File: src/rtl/vga_fb_arbiter_pkg.sv
// Shared types and constants for the framebuffer arbiter slice.
// Optional statistics counters are enabled with VGACPU_FB_ARB_STATS_EN.
package vgacpu_fb_pkg;

    localparam int FB_ADDR_W = 15;
    localparam int FB_DATA_W = 3;

    // Which requester a RAM read in flight belongs to.
    typedef enum logic [1:0] {
        OWN_NONE = 2'd0,
        OWN_VGA  = 2'd1,
        OWN_CPU  = 2'd2
    } owner_t;

    // One-entry CPU write buffer occupancy.
    typedef enum logic {
        WBUF_EMPTY = 1'b0,
        WBUF_FULL  = 1'b1
    } fb_wbuf_state_t;

    // Saturating 16-bit increment used by the statistics counters.
    function automatic logic [15:0] sat_inc16(input logic [15:0] v);
        return (v == 16'hFFFF) ? v : (v + 16'd1);
    endfunction

endpackage

File: src/rtl/vga_fb_arbiter_write_buffer.sv
// One-entry CPU store buffer. A store is captured on accept and leaves
// on drain; accept and drain together reload the entry and stay FULL.
module fb_write_buffer
    import vgacpu_fb_pkg::*;
#(
    parameter int ADDR_W = FB_ADDR_W,
    parameter int DATA_W = FB_DATA_W
) (
    input  logic              clk,
    input  logic              rst,
    input  logic              accept,
    input  logic              drain,
    input  logic [ADDR_W-1:0] wr_addr,
    input  logic [DATA_W-1:0] wr_data,
    output logic              full,
    output logic [ADDR_W-1:0] buf_addr,
    output logic [DATA_W-1:0] buf_data
);

    fb_wbuf_state_t state, state_next;

    // State register: reset clears any pending store.
    always_ff @(posedge clk) begin
        if (rst) begin
            state <= WBUF_EMPTY;
        end else begin
            state <= state_next;
        end
    end

    // Next state: a new accept always wins over a drain.
    always_comb begin
        state_next = state;
        case (state)
            WBUF_EMPTY: begin
                if (accept) state_next = WBUF_FULL;
                else        state_next = WBUF_EMPTY;
            end
            WBUF_FULL: begin
                if (accept)     state_next = WBUF_FULL;
                else if (drain) state_next = WBUF_EMPTY;
                else            state_next = WBUF_FULL;
            end
            default: state_next = WBUF_EMPTY;
        endcase
    end

    // Output decode of the occupancy.
    always_comb begin
        full = (state == WBUF_FULL);
    end

    // Payload capture on every accepted store.
    always_ff @(posedge clk) begin
        if (rst) begin
            buf_addr <= '0;
            buf_data <= '0;
        end else if (accept) begin
            buf_addr <= wr_addr;
            buf_data <= wr_data;
        end else begin
            buf_addr <= buf_addr;
            buf_data <= buf_data;
        end
    end

endmodule

File: src/rtl/vga_fb_arbiter.sv
// Framebuffer port arbiter: VGA scanout has absolute priority, then the
// buffered CPU store, then CPU reads. Reads return after 2 cycles.
// Defining VGACPU_FB_ARB_STATS_EN builds the stall/VGA usage counters.
module vga_fb_arbiter
    import vgacpu_fb_pkg::*;
#(
    parameter int ADDR_W = FB_ADDR_W,
    parameter int DATA_W = FB_DATA_W
) (
    input  logic              clk,
    input  logic              rst,
    input  logic              vga_req,
    input  logic [ADDR_W-1:0] vga_addr,
    output logic [DATA_W-1:0] vga_rdata,
    output logic              vga_rdata_valid,
    input  logic              cpu_valid,
    input  logic              cpu_we,
    input  logic [ADDR_W-1:0] cpu_addr,
    input  logic [DATA_W-1:0] cpu_wdata,
    output logic              cpu_ready,
    output logic [DATA_W-1:0] cpu_rdata,
    output logic              cpu_rdata_valid,
    output logic              ram_en,
    output logic              ram_we,
    output logic [ADDR_W-1:0] ram_addr,
    output logic [DATA_W-1:0] ram_wdata,
    input  logic [DATA_W-1:0] ram_rdata,
    output logic [15:0]       stall_cycles,
    output logic [15:0]       vga_cycles
);

    logic              buf_full;
    logic [ADDR_W-1:0] buf_addr;
    logic [DATA_W-1:0] buf_data;
    logic              wr_accept;
    logic              rd_accept;
    logic              drain;
    owner_t            issue_owner;
    owner_t            own_p1;
    owner_t            own_p2;

    fb_write_buffer #(
        .ADDR_W (ADDR_W),
        .DATA_W (DATA_W)
    ) u_wbuf (
        .clk      (clk),
        .rst      (rst),
        .accept   (wr_accept),
        .drain    (drain),
        .wr_addr  (cpu_addr),
        .wr_data  (cpu_wdata),
        .full     (buf_full),
        .buf_addr (buf_addr),
        .buf_data (buf_data)
    );

    // CPU handshake: reads wait for a free port and an empty buffer so a
    // read can never overtake a store; writes only need somewhere to land.
    always_comb begin
        cpu_ready = 1'b0;
        if (rst) begin
            cpu_ready = 1'b0;
        end else if (cpu_valid) begin
            if (cpu_we) cpu_ready = !buf_full || !vga_req;
            else        cpu_ready = !vga_req && !buf_full;
        end else begin
            cpu_ready = 1'b0;
        end
        wr_accept = cpu_valid && cpu_we && cpu_ready;
        rd_accept = cpu_valid && !cpu_we && cpu_ready;
        drain     = !rst && buf_full && !vga_req;
    end

    // RAM port owner selection in strict priority order.
    always_comb begin
        ram_en      = 1'b0;
        ram_we      = 1'b0;
        ram_addr    = '0;
        ram_wdata   = '0;
        issue_owner = OWN_NONE;
        if (rst) begin
            issue_owner = OWN_NONE;
        end else if (vga_req) begin
            ram_en      = 1'b1;
            ram_addr    = vga_addr;
            issue_owner = OWN_VGA;
        end else if (buf_full) begin
            ram_en    = 1'b1;
            ram_we    = 1'b1;
            ram_addr  = buf_addr;
            ram_wdata = buf_data;
        end else if (rd_accept) begin
            ram_en      = 1'b1;
            ram_addr    = cpu_addr;
            issue_owner = OWN_CPU;
        end else begin
            issue_owner = OWN_NONE;
        end
    end

    // Owner pipeline: stage 1 lines up with ram_rdata, stage 2 with outputs.
    always_ff @(posedge clk) begin
        if (rst) begin
            own_p1 <= OWN_NONE;
            own_p2 <= OWN_NONE;
        end else begin
            own_p1 <= issue_owner;
            own_p2 <= own_p1;
        end
    end

    // Return data capture; each output holds until its next read returns.
    always_ff @(posedge clk) begin
        if (rst) begin
            vga_rdata <= '0;
            cpu_rdata <= '0;
        end else begin
            if (own_p1 == OWN_VGA) vga_rdata <= ram_rdata;
            else                   vga_rdata <= vga_rdata;
            if (own_p1 == OWN_CPU) cpu_rdata <= ram_rdata;
            else                   cpu_rdata <= cpu_rdata;
        end
    end

    assign vga_rdata_valid = (own_p2 == OWN_VGA);
    assign cpu_rdata_valid = (own_p2 == OWN_CPU);

`ifdef VGACPU_FB_ARB_STATS_EN
    logic [15:0] stall_cnt;
    logic [15:0] vga_cnt;

    // Saturating usage counters for performance analysis.
    always_ff @(posedge clk) begin
        if (rst) begin
            stall_cnt <= 16'd0;
            vga_cnt   <= 16'd0;
        end else begin
            if (cpu_valid && !cpu_ready) stall_cnt <= sat_inc16(stall_cnt);
            else                         stall_cnt <= stall_cnt;
            if (vga_req) vga_cnt <= sat_inc16(vga_cnt);
            else         vga_cnt <= vga_cnt;
        end
    end

    assign stall_cycles = stall_cnt;
    assign vga_cycles   = vga_cnt;
`else
    assign stall_cycles = 16'd0;
    assign vga_cycles   = 16'd0;
`endif

endmodule

File: config.mk
export PLATFORM = sky130hd
export DESIGN_NAME = vga_fb_arbiter
export DESIGN_NICKNAME = d
export VERILOG_FILES = /design/src/rtl/vga_fb_arbiter_pkg.sv /design/src/rtl/vga_fb_arbiter_write_buffer.sv /design/src/rtl/vga_fb_arbiter.sv
export SDC_FILE = /design/constraint.sdc
export NUM_CORES = 1
export LEC_CHECK = 0
export BUFFER_PORTS_ARGS = -buffer_cell sky130_fd_sc_hd__buf_2
export CORE_ASPECT_RATIO = 1.5
export CORE_UTILIZATION = 46
export DETAILED_ROUTE_END_ITERATION = 6
export GPL_ROUTABILITY_DRIVEN = 0
export PLACE_DENSITY = 0.85
export RECOVER_POWER = 25
export SLEW_MARGIN = 40
export SYNTH_ARGS = -nofsm -noshare
export SYNTH_HDL_FRONTEND = slang
export SYNTH_HIERARCHICAL = 1
export SYNTH_SLANG_ARGS = --single-unit
File: constraint.sdc
create_clock -name clk -period 4.65 [get_ports clk]
set_clock_uncertainty 0.15 [all_clocks]
set_input_delay 0.93 -clock clk [delete_from_list [all_inputs] [get_ports clk]]
set_output_delay 0.93 -clock clk [all_outputs]
set_load 0.05 [all_outputs]
# --- Yosys cells after proc, flatten, opt, wreduce, memory -nomap -nowiden ---
# Index checks and enable logic that the tools add are counted.
# W data, S select, Z words.
word_totals:
  regBits: 29
  input_bits: 41
  out_inout_bits: 61
  wordCells: 50
classes:
  eq_ne: 4
  mux: 24
  n_bitwise: 1
  reduce_logical: 13
op_table:
  columns: ["op", "count"]
  rows:
  - ["$mux W15", 4]
  - ["$mux W1", 15]
  - ["$mux W3", 3]
  - ["$logic_and A1 B1 Y1", 7]
  - ["$eq A2 B1 Y1 const B", 2]
  - ["$eq A2 B2 Y1 const B", 2]
  - ["$logic_not A1 Y1", 4]
  - ["$reduce_or A3 Y1", 1]
  - ["$mux W2", 1]
  - ["$pmux W1 S2", 1]
  - ["$logic_or A1 B1 Y1", 1]
  - ["$not A1 Y1", 1]

# --- Logic depth before layout (Yosys ltp) ---
# Gate-level depths: netlist (run 1).
logic_depth:
  ltp_word: 10
  ltp_mapped: 7
  ltp_nobuf: 5

# --- Modules after synthesis ---
# The synthesis (run 1) kept the hierarchy.
modules_own_cells:
  columns: ["mod", "n_inst", "cells_per_inst", "area_each_um2", "seq_area_each_um2"]
  rows:
  - ["vga_fb_arbiter", 1, 112, 968.4, 200.2]
  - ["fb_write_buffer", 1, 62, 684.4, 380.4]

# --- Least setup slack after synthesis (run 1) ---
# No wires, ideal clock.
synth_timing:
  path_type: "input -> output"
  startpoint: "input port rst"
  endpoint: "output port ram_we"
  arrival_time_ps: 2286
  t_required_ps: 3570
  slack_ps: 1284
  cell_stages: 2
  n_path_buf: 1
  cell_sequence: "clkbuf_1 -> nor3b_1"
synth_between:
  elab_chain_cells: 1
synth_lines:
  columns: ["item", "line_no", "text"]
  rows:
  - ["start: declaration", "vga_fb_arbiter.sv:11", "input logic rst,"]
  - ["$mux W1", "vga_fb_arbiter.sv:81", "if (rst) begin"]
  - ["end: declaration", "vga_fb_arbiter.sv:24", "output logic ram_we,"]
# No other way between the ends.

# --- Final worst setup path (run 1) ---
layout_timing:
  startpoint: "input port rst"
  endpoint: "output port ram_addr[10]"
layout_between:
  elab_chain_cells: 6
layout_lines:
  columns: ["item", "line_no", "text"]
  rows:
  - ["$mux W1", "vga_fb_arbiter.sv:61", "if (rst) begin"]
  - ["$logic_and A1 B1 Y1", "vga_fb_arbiter.sv:70", "rd_accept = cpu_valid && !cpu_we && cpu_ready;"]
  - ["$mux W15", "vga_fb_arbiter.sv:92", "end else if (rd_accept) begin"]
  - ["$mux W15", "vga_fb_arbiter.sv:87", "end else if (buf_full) begin"]
  - ["$mux W15", "vga_fb_arbiter.sv:83", "end else if (vga_req) begin"]
  - ["$mux W15 *", "vga_fb_arbiter.sv:81", null]
  - ["end: declaration", "vga_fb_arbiter.sv:25", "output logic [ADDR_W-1:0] ram_addr,"]
# Every way passes the cells marked *; elsewhere a longest branch is shown, timed or not.

==> results of run 1 <==
## state kept, by name (all words and copies together), names as in the netlist
register	flops
u_wbuf/buf_addr	15
own_p2	2
u_wbuf/full	1
u_wbuf/buf_data	3
own_p1	2
vga_rdata	3
cpu_rdata	3
## synthesized netlist by cell type
master and count:
or2_4 1, buf_4 32, mux2i_1 24, a21oi_1 3
nor3b_1 1, buf_12 1, and2_1 3, buf_2 2
nand2_1 2, nor3b_4 1, a21o_1 15, nor2_1 26
conb_1 1, buf_6 5, nor2b_1 5, a22o_1 15
dfxtp_1 29, clkbuf_1 1, inv_1 2, nand2b_1 4
nor3_4 1
## power by group
| part | internal, W | switching (W) |
|---|---|---|
| clock | 0.000213 | 0.0000947 |
| combinational | 0.0000396 | 0.000127 |
| sequential | 0.000257 | 0.00000462 |
| total | 0.000510 | 0.000227 |
## worst paths after layout
path	from	to	depth (start not counted)
worst max-delay path	rst	ram_addr[10]	5
worst min-delay path	own_p1[1]	own_p2[1]	1
worst max register to register	u_wbuf/full	u_wbuf/full	3
worst min register to register	own_p1[1]	own_p2[1]	1
## worst max-delay path, stage by stage
cell,delay [ps]
buf_2,280
nand2b_1,310
nor3_4,580
a21o_1,210
buf_2,250
## metrics by stage
| stage | power, W | hold slack [ps] |
|---|---|---|
| 6_report | 0.000736 | 335 |
| 5_1_grt | 0.000764 | 365 |
| 4_1_cts | 0.000743 | 335 |
| 3_5_place_dp | 0.000435 | 326 |
| 3_3_place_gp | 0.000433 | 314 |
| 2_1_floorplan | 0.000425 | 302 |
## kinds of logic (layout without fill, tap and decap cells)
| kind of cell | after synthesis | count (layout) |
|---|---|---|
| buffers and inverters | 43 | 80 |
| DFF | 29 | 29 |
| and+or+nand+nor | 44 | 44 |
| AOI/OAI and AO/OA | 33 | 33 |
| muxes | 24 | 24 |
| other | 1 | 32 |
## layer usage
layer,vias up,part of all wire [%],GRT usage (%)
met4,0,1.4,6.79
li1,659,-,-
met2,62,55,31.7
met5,-,0,0
met1,613,38,17.5
met3,6,5.4,4.79
## area by class of cell
class	count	area share [%]
Clock inverter	3	3.29
Sequential cell	29	29.4
Timing Repair Buffer	70	17.5
Multi-Input combinational cell	133	43.3
Clock buffer	5	3.48
Inverter	2	0.380
Tap cell	42	2.66
==> impl_metrics.ini, run 1 <==
[outcome]
status = finished clean

[cts]
htreeDepth = 2
postCtsHoldBufs = 0
post_cts_buffers = 0
cts_inserted_buffers = 5
cts_buffer_depth = 2
insertion_delay_ps = 270
clock_sink_count = 29
clkTransAtPathRegs_ps = 60
cts-root-buf = clkbuf_8
cts_tree = built
ctsResizeCount = 0

[synth]
synthCells = 174
synth_compound_area_share_pct = 15.7
yosys_warnings = 6
synthSimpleGateAreaFrac_pct = 14.0
syn_area_sq_um = 1650
synth_top_family_by_area = buffers and inverters
synth_cell_type_count = 21
synth_area_leaders = dfxtp_1 35%, mux2i_1 15%, buf_4 15%
synthXorXnorAreaFrac_pct = 0
yosys.area_share.adder_pct = 0
synth_top_area_share_pct = 35.1
yosysSeqAreaShare_pct = 35.1
synth_seq_cells = 29
synthMuxAreaShare_pct = 14.5
synth_top_cell_by_area = dfxtp_1
syn_avg_cell_area_sq_um = 9.50

[placement]
portBuffers = 69
placed_cells = 276
dpl_cell_area_sq_um = 1850
post-dp-hpwl_um = 2310
dp_slack_ps = 935

[global_routing]
antenna_found_initial = 0
grt_max_degree = 33
gr-usage-all-layers_pct = 16.9
grt_pass1_vias = 1091
grt_overflow = 0
grt_pass1_wl_um = 4790

[final_layout]
final_area_sq_um = 1980
fin_util_pct = 57.8
final_cell_mix = 63 x buf_2, 32 x conb_1, 29 x dfxtp_1
area_growth_pct = 19.5
fill_cells = 346
finalNonFillerCells = 284
drive_gt1_share_pct = 31.8
ff_latch_area_sq_um = 581
antenna_cells = 0
final_common_cell = buf_2
multi_input_area_sq_um = 856
fin_nets = 282

[worst_setup_path]
start_kind = input port
path_class = input port to primary output
worstPathArrival_ps = 2570
crit_required_ps = 3570
endpoint_kind = primary output
path_max_fanout = 32
r2r_setup_slack_ps = 3060

[timing]
fin_ws_ps = 998
rsz0062_at_grt = no
fmax_mhz = 274
tns_ps = 0
finalCritPeriodShare_pct = 78.5
period_needed_ps = 3650
hold_viol_final = 0
relSlewSlack_pct = 49.3
setup_viol = 0
tightest_slew_ps = 760
finalMaxSlewViolations = 0

[power_and_ir_drop]
p_leak_nw = 1.10
power.density_nw_per_um2 = 373
peakVddDrop_v = 0.000391

[detailed_routing]
firstDrtPassIters = 4
routed_wl_um = 3190
wl_per_cell_um = 11.2
ant_nets = 0
drcViolationCount = 0
dr_total_vias = 1340
drt_iter0_markers = 13
viasPerCell = 4.72

[job]
maxCapViolCount = 0

[floorplanning]
die_width_um = 50.9
fp.dieH_um = 75.4
fp-row-count = 26
start_util_pct = 48.4
dieArea_sq_um = 3840
core_sq_um = 3420
top_level_ports = 102

[hold_path]
hold_path_class = flip-flop to flip-flop
Power figures use the tool's default switching activity.
==> run 2, diff against run 1 <==
--- a/config.mk
+++ b/config.mk
@@ -7,10 +7,10 @@
 export LEC_CHECK = 0
 export BUFFER_PORTS_ARGS = -buffer_cell sky130_fd_sc_hd__buf_2
 export CORE_ASPECT_RATIO = 1.5
-export CORE_UTILIZATION = 46
+export CORE_UTILIZATION = 43
 export DETAILED_ROUTE_END_ITERATION = 6
 export GPL_ROUTABILITY_DRIVEN = 0
-export PLACE_DENSITY = 0.85
+export PLACE_DENSITY = 0.8
 export RECOVER_POWER = 25
 export SLEW_MARGIN = 40
 export SYNTH_ARGS = -nofsm -noshare
==> constraint.sdc (replaced) <==
create_clock -name clk -period 3.72 [get_ports clk]
set_clock_uncertainty 0.15 [all_clocks]
set_input_delay 0.744 -clock clk [delete_from_list [all_inputs] [get_ports clk]]
set_output_delay 0.744 -clock clk [all_outputs]
set_load 0.05 [all_outputs]
==> run 2 against run 1 <==
  * Die area up 6.7%
  * Cell count up 1.4%
  * Cell area down 1.5%
==> impl_metrics.ini, run 2 (synthesis results as in run 1) <==
[final_layout]
ff_latch_area_sq_um = 581
area_growth_pct = 17.8
antenna_cells = 0
fill_cells = 378
drive_gt1_share_pct = 32.2
fin_nets = 285
fin_util_pct = 52.9
top_register = u_wbuf/buf_addr
largest_register_ffs = 15
final_cell_mix = 64 x buf_2, 32 x conb_1, 29 x dfxtp_1
multi_input_area_sq_um = 853
final_area_sq_um = 1950
final_common_cell = buf_2

[power_and_ir_drop]
power.density_nw_per_um2 = 400
p_int_w = 0.000501
p_switching_w = 0.000279
combPwrFrac_pct = 26.9
peakVddDrop_v = 0.000267
seqPwrFrac_pct = 42.0
p_leak_nw = 1.09
switching_share_pct = 35.8
pwr-share-clk_pct = 31.1

[cts]
cts_inserted_buffers = 5
postCtsHoldBufs = 0
cts_buffer_depth = 2
cts_tree = built
clkTransAtPathRegs_ps = 60
cts-root-buf = clkbuf_8
clock_sink_count = 29
ctsResizeCount = 0
insertion_delay_ps = 270
htreeDepth = 2
post_cts_buffers = 0

[global_routing]
antenna_found_initial = 0
gr-usage-all-layers_pct = 16.4
grtUsageMet3_pct = 4.90
grt_util_met2_pct = 29.1
use_met1_pct = 17.1
grt_pass1_wl_um = 4930
grt_overflow = 0
grt_max_degree = 20
grt_pass1_vias = 1129
busiest_layer = met2

[floorplanning]
core_sq_um = 3680
fp.dieH_um = 77.9
dieArea_sq_um = 4100
start_util_pct = 44.9
die_width_um = 52.6
top_level_ports = 102
fp-row-count = 27

[worst_setup_path]
cpPeakStageDelay_ps = 530
crit_required_ps = 2830
slowest_stage = clkbuf_1
path_class = input port to primary output
endpoint_kind = primary output
path_cells = buf_2, clkbuf_1, nor3b_4, buf_4, a22o_1, a21o_1, buf_2
crit_path_frequent_cell = buf_2
worstPathArrival_ps = 2400
start_kind = input port
path_max_fanout = 19

[detailed_routing]
ant_nets = 0
routed_wl_um = 3170
viasPerCell = 4.63
firstDrtPassIters = 4
drcViolationCount = 0
dr_total_vias = 1332
wl_per_cell_um = 11.0
drt_iter0_markers = 9

[timing]
rsz0062_at_grt = no
setup_viol = 0
fmax_mhz = 303
tightest_slew_ps = 638
fin_ws_ps = 421
tns_ps = 0
relSlewSlack_pct = 57.3
period_needed_ps = 3300
hold_viol_final = 0
finalCritPeriodShare_pct = 88.7
finalMaxSlewViolations = 0

[placement]
dpl_cell_area_sq_um = 1870
post-dp-hpwl_um = 2350
dp_slack_ps = 515
portBuffers = 69

[job]
maxCapViolCount = 0

[hold_path]
hold_path_class = flip-flop to flip-flop

[outcome]
status = finished clean
run 2: layout make-up:
class | count | area share (%)
Inverter | 2 | 0.386
Multi-Input combinational cell | 133 | 43.8
Tap cell | 43 | 2.76
Timing Repair Buffer | 73 | 18.8
Clock buffer | 5 | 3.53
Sequential cell | 29 | 29.8
Clock inverter | 3 | 0.900
run 2: worst paths after layout:
path	startpoint	to	slack, ps	cells past startpoint
worst max register to register	u_wbuf/full	u_wbuf/buf_addr[7]	2280	6
worst min-delay path	own_p1[0]	own_p2[0]	320	1
worst min register to register	own_p1[0]	own_p2[0]	320	1
worst max-delay path	rst	ram_addr[7]	420	7
run 2: power by group through the flow:
stage / sequential (W) / combinational [W] / clock [W]
floorplan: 0.000341 / 0.000190 / 0
global placement: 0.000334 / 0.000210 / 0
detailed placement: 0.000334 / 0.000212 / 0
CTS: 0.000327 / 0.000212 / 0.000252
global route: 0.000329 / 0.000222 / 0.000265
finish: 0.000327 / 0.000210 / 0.000243
run 2: metal layers:
| metal | share of wire (%) | up-vias |
|---|---|---|
| met1 | 40 | 594 |
| met5 | 0 | - |
| met3 | 6.1 | 6 |
| li1 | - | 669 |
| met4 | 1.5 | 0 |
| met2 | 53 | 63 |
run 2: critical path, delay by kind of cell:
| family | cells | cell delay, ps |
|---|---|---|
| buf+inv | 4 | 1240 |
| simple gates | 1 | 70 |
| compound gates | 2 | 340 |
run 2: metrics by stage:
step | std cells | hold slack, ps | total power [W]
global route | 288 | 342 | 0.000817
global placement | 280 | 316 | 0.000544
finish | 288 | 323 | 0.000780
detailed placement | 280 | 318 | 0.000546
CTS | 288 | 327 | 0.000791
floorplan | 205 | 302 | 0.000531
==> run 3, diff against run 2 <==
--- a/config.mk
+++ b/config.mk
@@ -6,11 +6,13 @@
 export NUM_CORES = 1
 export LEC_CHECK = 0
 export BUFFER_PORTS_ARGS = -buffer_cell sky130_fd_sc_hd__buf_2
+export CELL_PAD_IN_SITES_DETAIL_PLACEMENT = 0
+export CELL_PAD_IN_SITES_GLOBAL_PLACEMENT = 1
 export CORE_ASPECT_RATIO = 1.5
-export CORE_UTILIZATION = 43
+export CORE_UTILIZATION = 30
 export DETAILED_ROUTE_END_ITERATION = 6
 export GPL_ROUTABILITY_DRIVEN = 0
-export PLACE_DENSITY = 0.8
+export PLACE_DENSITY_LB_ADDON = 0.1
 export RECOVER_POWER = 25
 export SLEW_MARGIN = 40
 export SYNTH_ARGS = -nofsm -noshare
==> run 3 against run 2 <==
  * Routed wire length grew 14%
  * Power grew 1.8%
  * Die area grew 42%
  * Cell count grew 8.3%
  * Clock power grew 5%
  * Count of clock-buffer cells in the layout grew 2
  * Cell area grew 1.8%
  * Utilization shrank 15 points
==> impl_metrics.ini, run 3 (synthesis results as in run 1) <==
[hold_path]
hold_end = u_wbuf/buf_data[1]
hold_depth = 2
holdCritStartpoint = u_wbuf/buf_data[1]
hold_path_class = flip-flop to flip-flop

[final_layout]
fin_nets = 285
final_common_cell = buf_2
drive_gt1_share_pct = 32.0
area_growth_pct = 19.9
top_register = u_wbuf/buf_addr
antenna_cells = 0
final_cell_mix = 64 x buf_2, 32 x conb_1, 29 x dfxtp_1
final_area_sq_um = 1980
largest_register_ffs = 15

[worst_setup_path]
slowest_stage = buf_2
ff2ff_path_depth = 6
path_class = input port to primary output
r2r_start = u_wbuf/full
r2r_setup_slack_ps = 2260
r2r-end = u_wbuf/buf_addr[13]
start_kind = input port
cpPeakStageDelay_ps = 480
crit_path_frequent_cell = buf_2
path_cells = buf_2, nor2b_1, buf_4, a22o_1, a21o_1, buf_2
worstPathArrival_ps = 2230
endpoint_kind = primary output
crit_required_ps = 2830
path_max_fanout = 32

[timing]
fmax_mhz = 320
relSlewSlack_pct = 59.6
finalCritPeriodShare_pct = 83.9
tightest_slew_ps = 605
rsz0062_at_grt = no
hold_viol_final = 0
finalMaxSlewViolations = 0
period_needed_ps = 3120
setup_viol = 0
tns_ps = 0

[job]
maxCapViolCount = 0

[power_and_ir_drop]
p_leak_nw = 1.09
seqPwrFrac_pct = 41.3
peakVddDrop_v = 0.000196
pwr-share-clk_pct = 32.1
power.density_nw_per_um2 = 401
combPwrFrac_pct = 26.6
switching_share_pct = 34.6
p_int_w = 0.000519
p_switching_w = 0.000275

[cts]
clock_sink_count = 29
htreeDepth = 2
cts_tree = built
cts_inserted_buffers = 5
insertion_delay_ps = 270
ctsResizeCount = 0
clkTransAtPathRegs_ps = 60
post_cts_buffers = 0
cts_buffer_depth = 2
cts-root-buf = clkbuf_8
postCtsHoldBufs = 0

[detailed_routing]
viasPerCell = 4.19
ant_nets = 0
drt_iter0_markers = 49
dr_total_vias = 1308
routed_wl_um = 3600
drcViolationCount = 0
wl_per_cell_um = 11.6
firstDrtPassIters = 4

[global_routing]
antenna_found_initial = 0
grt_pass1_vias = 1203
grt_overflow = 0
grt_pass1_wl_um = 5540
gr-usage-all-layers_pct = 12.4
grt_max_degree = 33

[placement]
post-dp-hpwl_um = 2690
dpl_cell_area_sq_um = 1900
portBuffers = 69

[floorplanning]
start_util_pct = 31.8
dieArea_sq_um = 5820
core_sq_um = 5200
fp.dieH_um = 92.9
top_level_ports = 102
fp-row-count = 32
die_width_um = 62.6

[outcome]
status = finished clean
[run 3: cell types whose count changed in the layout (fill, tap and decap cells not counted)]
cell | before | now
clkinvlp_4 | 1 | 0
buf_4 | 3 | 4
clkinv_2 | 2 | 0
clkbuf_8 | 5 | 6
[run 3: area by class of cell]
class,instances,area [sq um]
Fill cell,587,3220
Sequential cell,29,581
Multi-Input combinational cell,133,853
Timing Repair Buffer,73,369
Tap cell,68,85.1
Inverter,2,7.51
Clock buffer,7,86.3
[run 3: power groups by stage]
| stage | sequential [W] | combinational, W | clock (W) |
|---|---|---|---|
| final | 0.000328 | 0.000211 | 0.000255 |
| after global routing | 0.000329 | 0.000224 | 0.000280 |
| after CTS | 0.000328 | 0.000214 | 0.000267 |
| after detailed placement | 0.000334 | 0.000213 | 0 |
| after global placement | 0.000334 | 0.000214 | 0 |
| after floorplan | 0.000341 | 0.000190 | 0 |
[run 3: worst max-delay path, delay by kind of cell]
family | cells | cell delay [ps]
AOI/OAI and AO/OA | 2 | 390
buffers and inverters | 3 | 910
and+or+nand+nor | 1 | 170
[run 3: worst max path at each step]
stage | endpoint | slack, ps | start | cells after the start
final | ram_addr[14] | 600 | rst | 6
after global routing | ram_addr[10] | 460 | rst | 6
after CTS | ram_addr[14] | 540 | rst | 6
after detailed placement | ram_addr[10] | 540 | rst | 6
after global placement | ram_addr[1] | 560 | rst | 6
after floorplan | ram_we | 730 | rst | 2
[run 3: through the flow]
| stage | worst slack (ps) | hold slack (ps) | utilization (%) | instances | total power [W] |
|---|---|---|---|---|---|
| after floorplan | 726 | 302 | - | 205 | 0.000531 |
| after global placement | 559 | 314 | 36.5 | 305 | 0.000548 |
| after detailed placement | 540 | 328 | 36.5 | 305 | 0.000548 |
| after CTS | 541 | 342 | 38.2 | 312 | 0.000808 |
| after global routing | 460 | 361 | 38.1 | 312 | 0.000832 |
| final | 597 | 333 | 38.1 | 312 | 0.000794 |
[run 3: layer usage]
metal | track usage, % | part of all wire [%] | wire (um)
met5 | 0 | 0 | 0
met4 | 5.81 | 1.7 | 62
met3 | 3.45 | 5.5 | 200
met2 | 22.3 | 53 | 1910
met1 | 13.2 | 40 | 1430
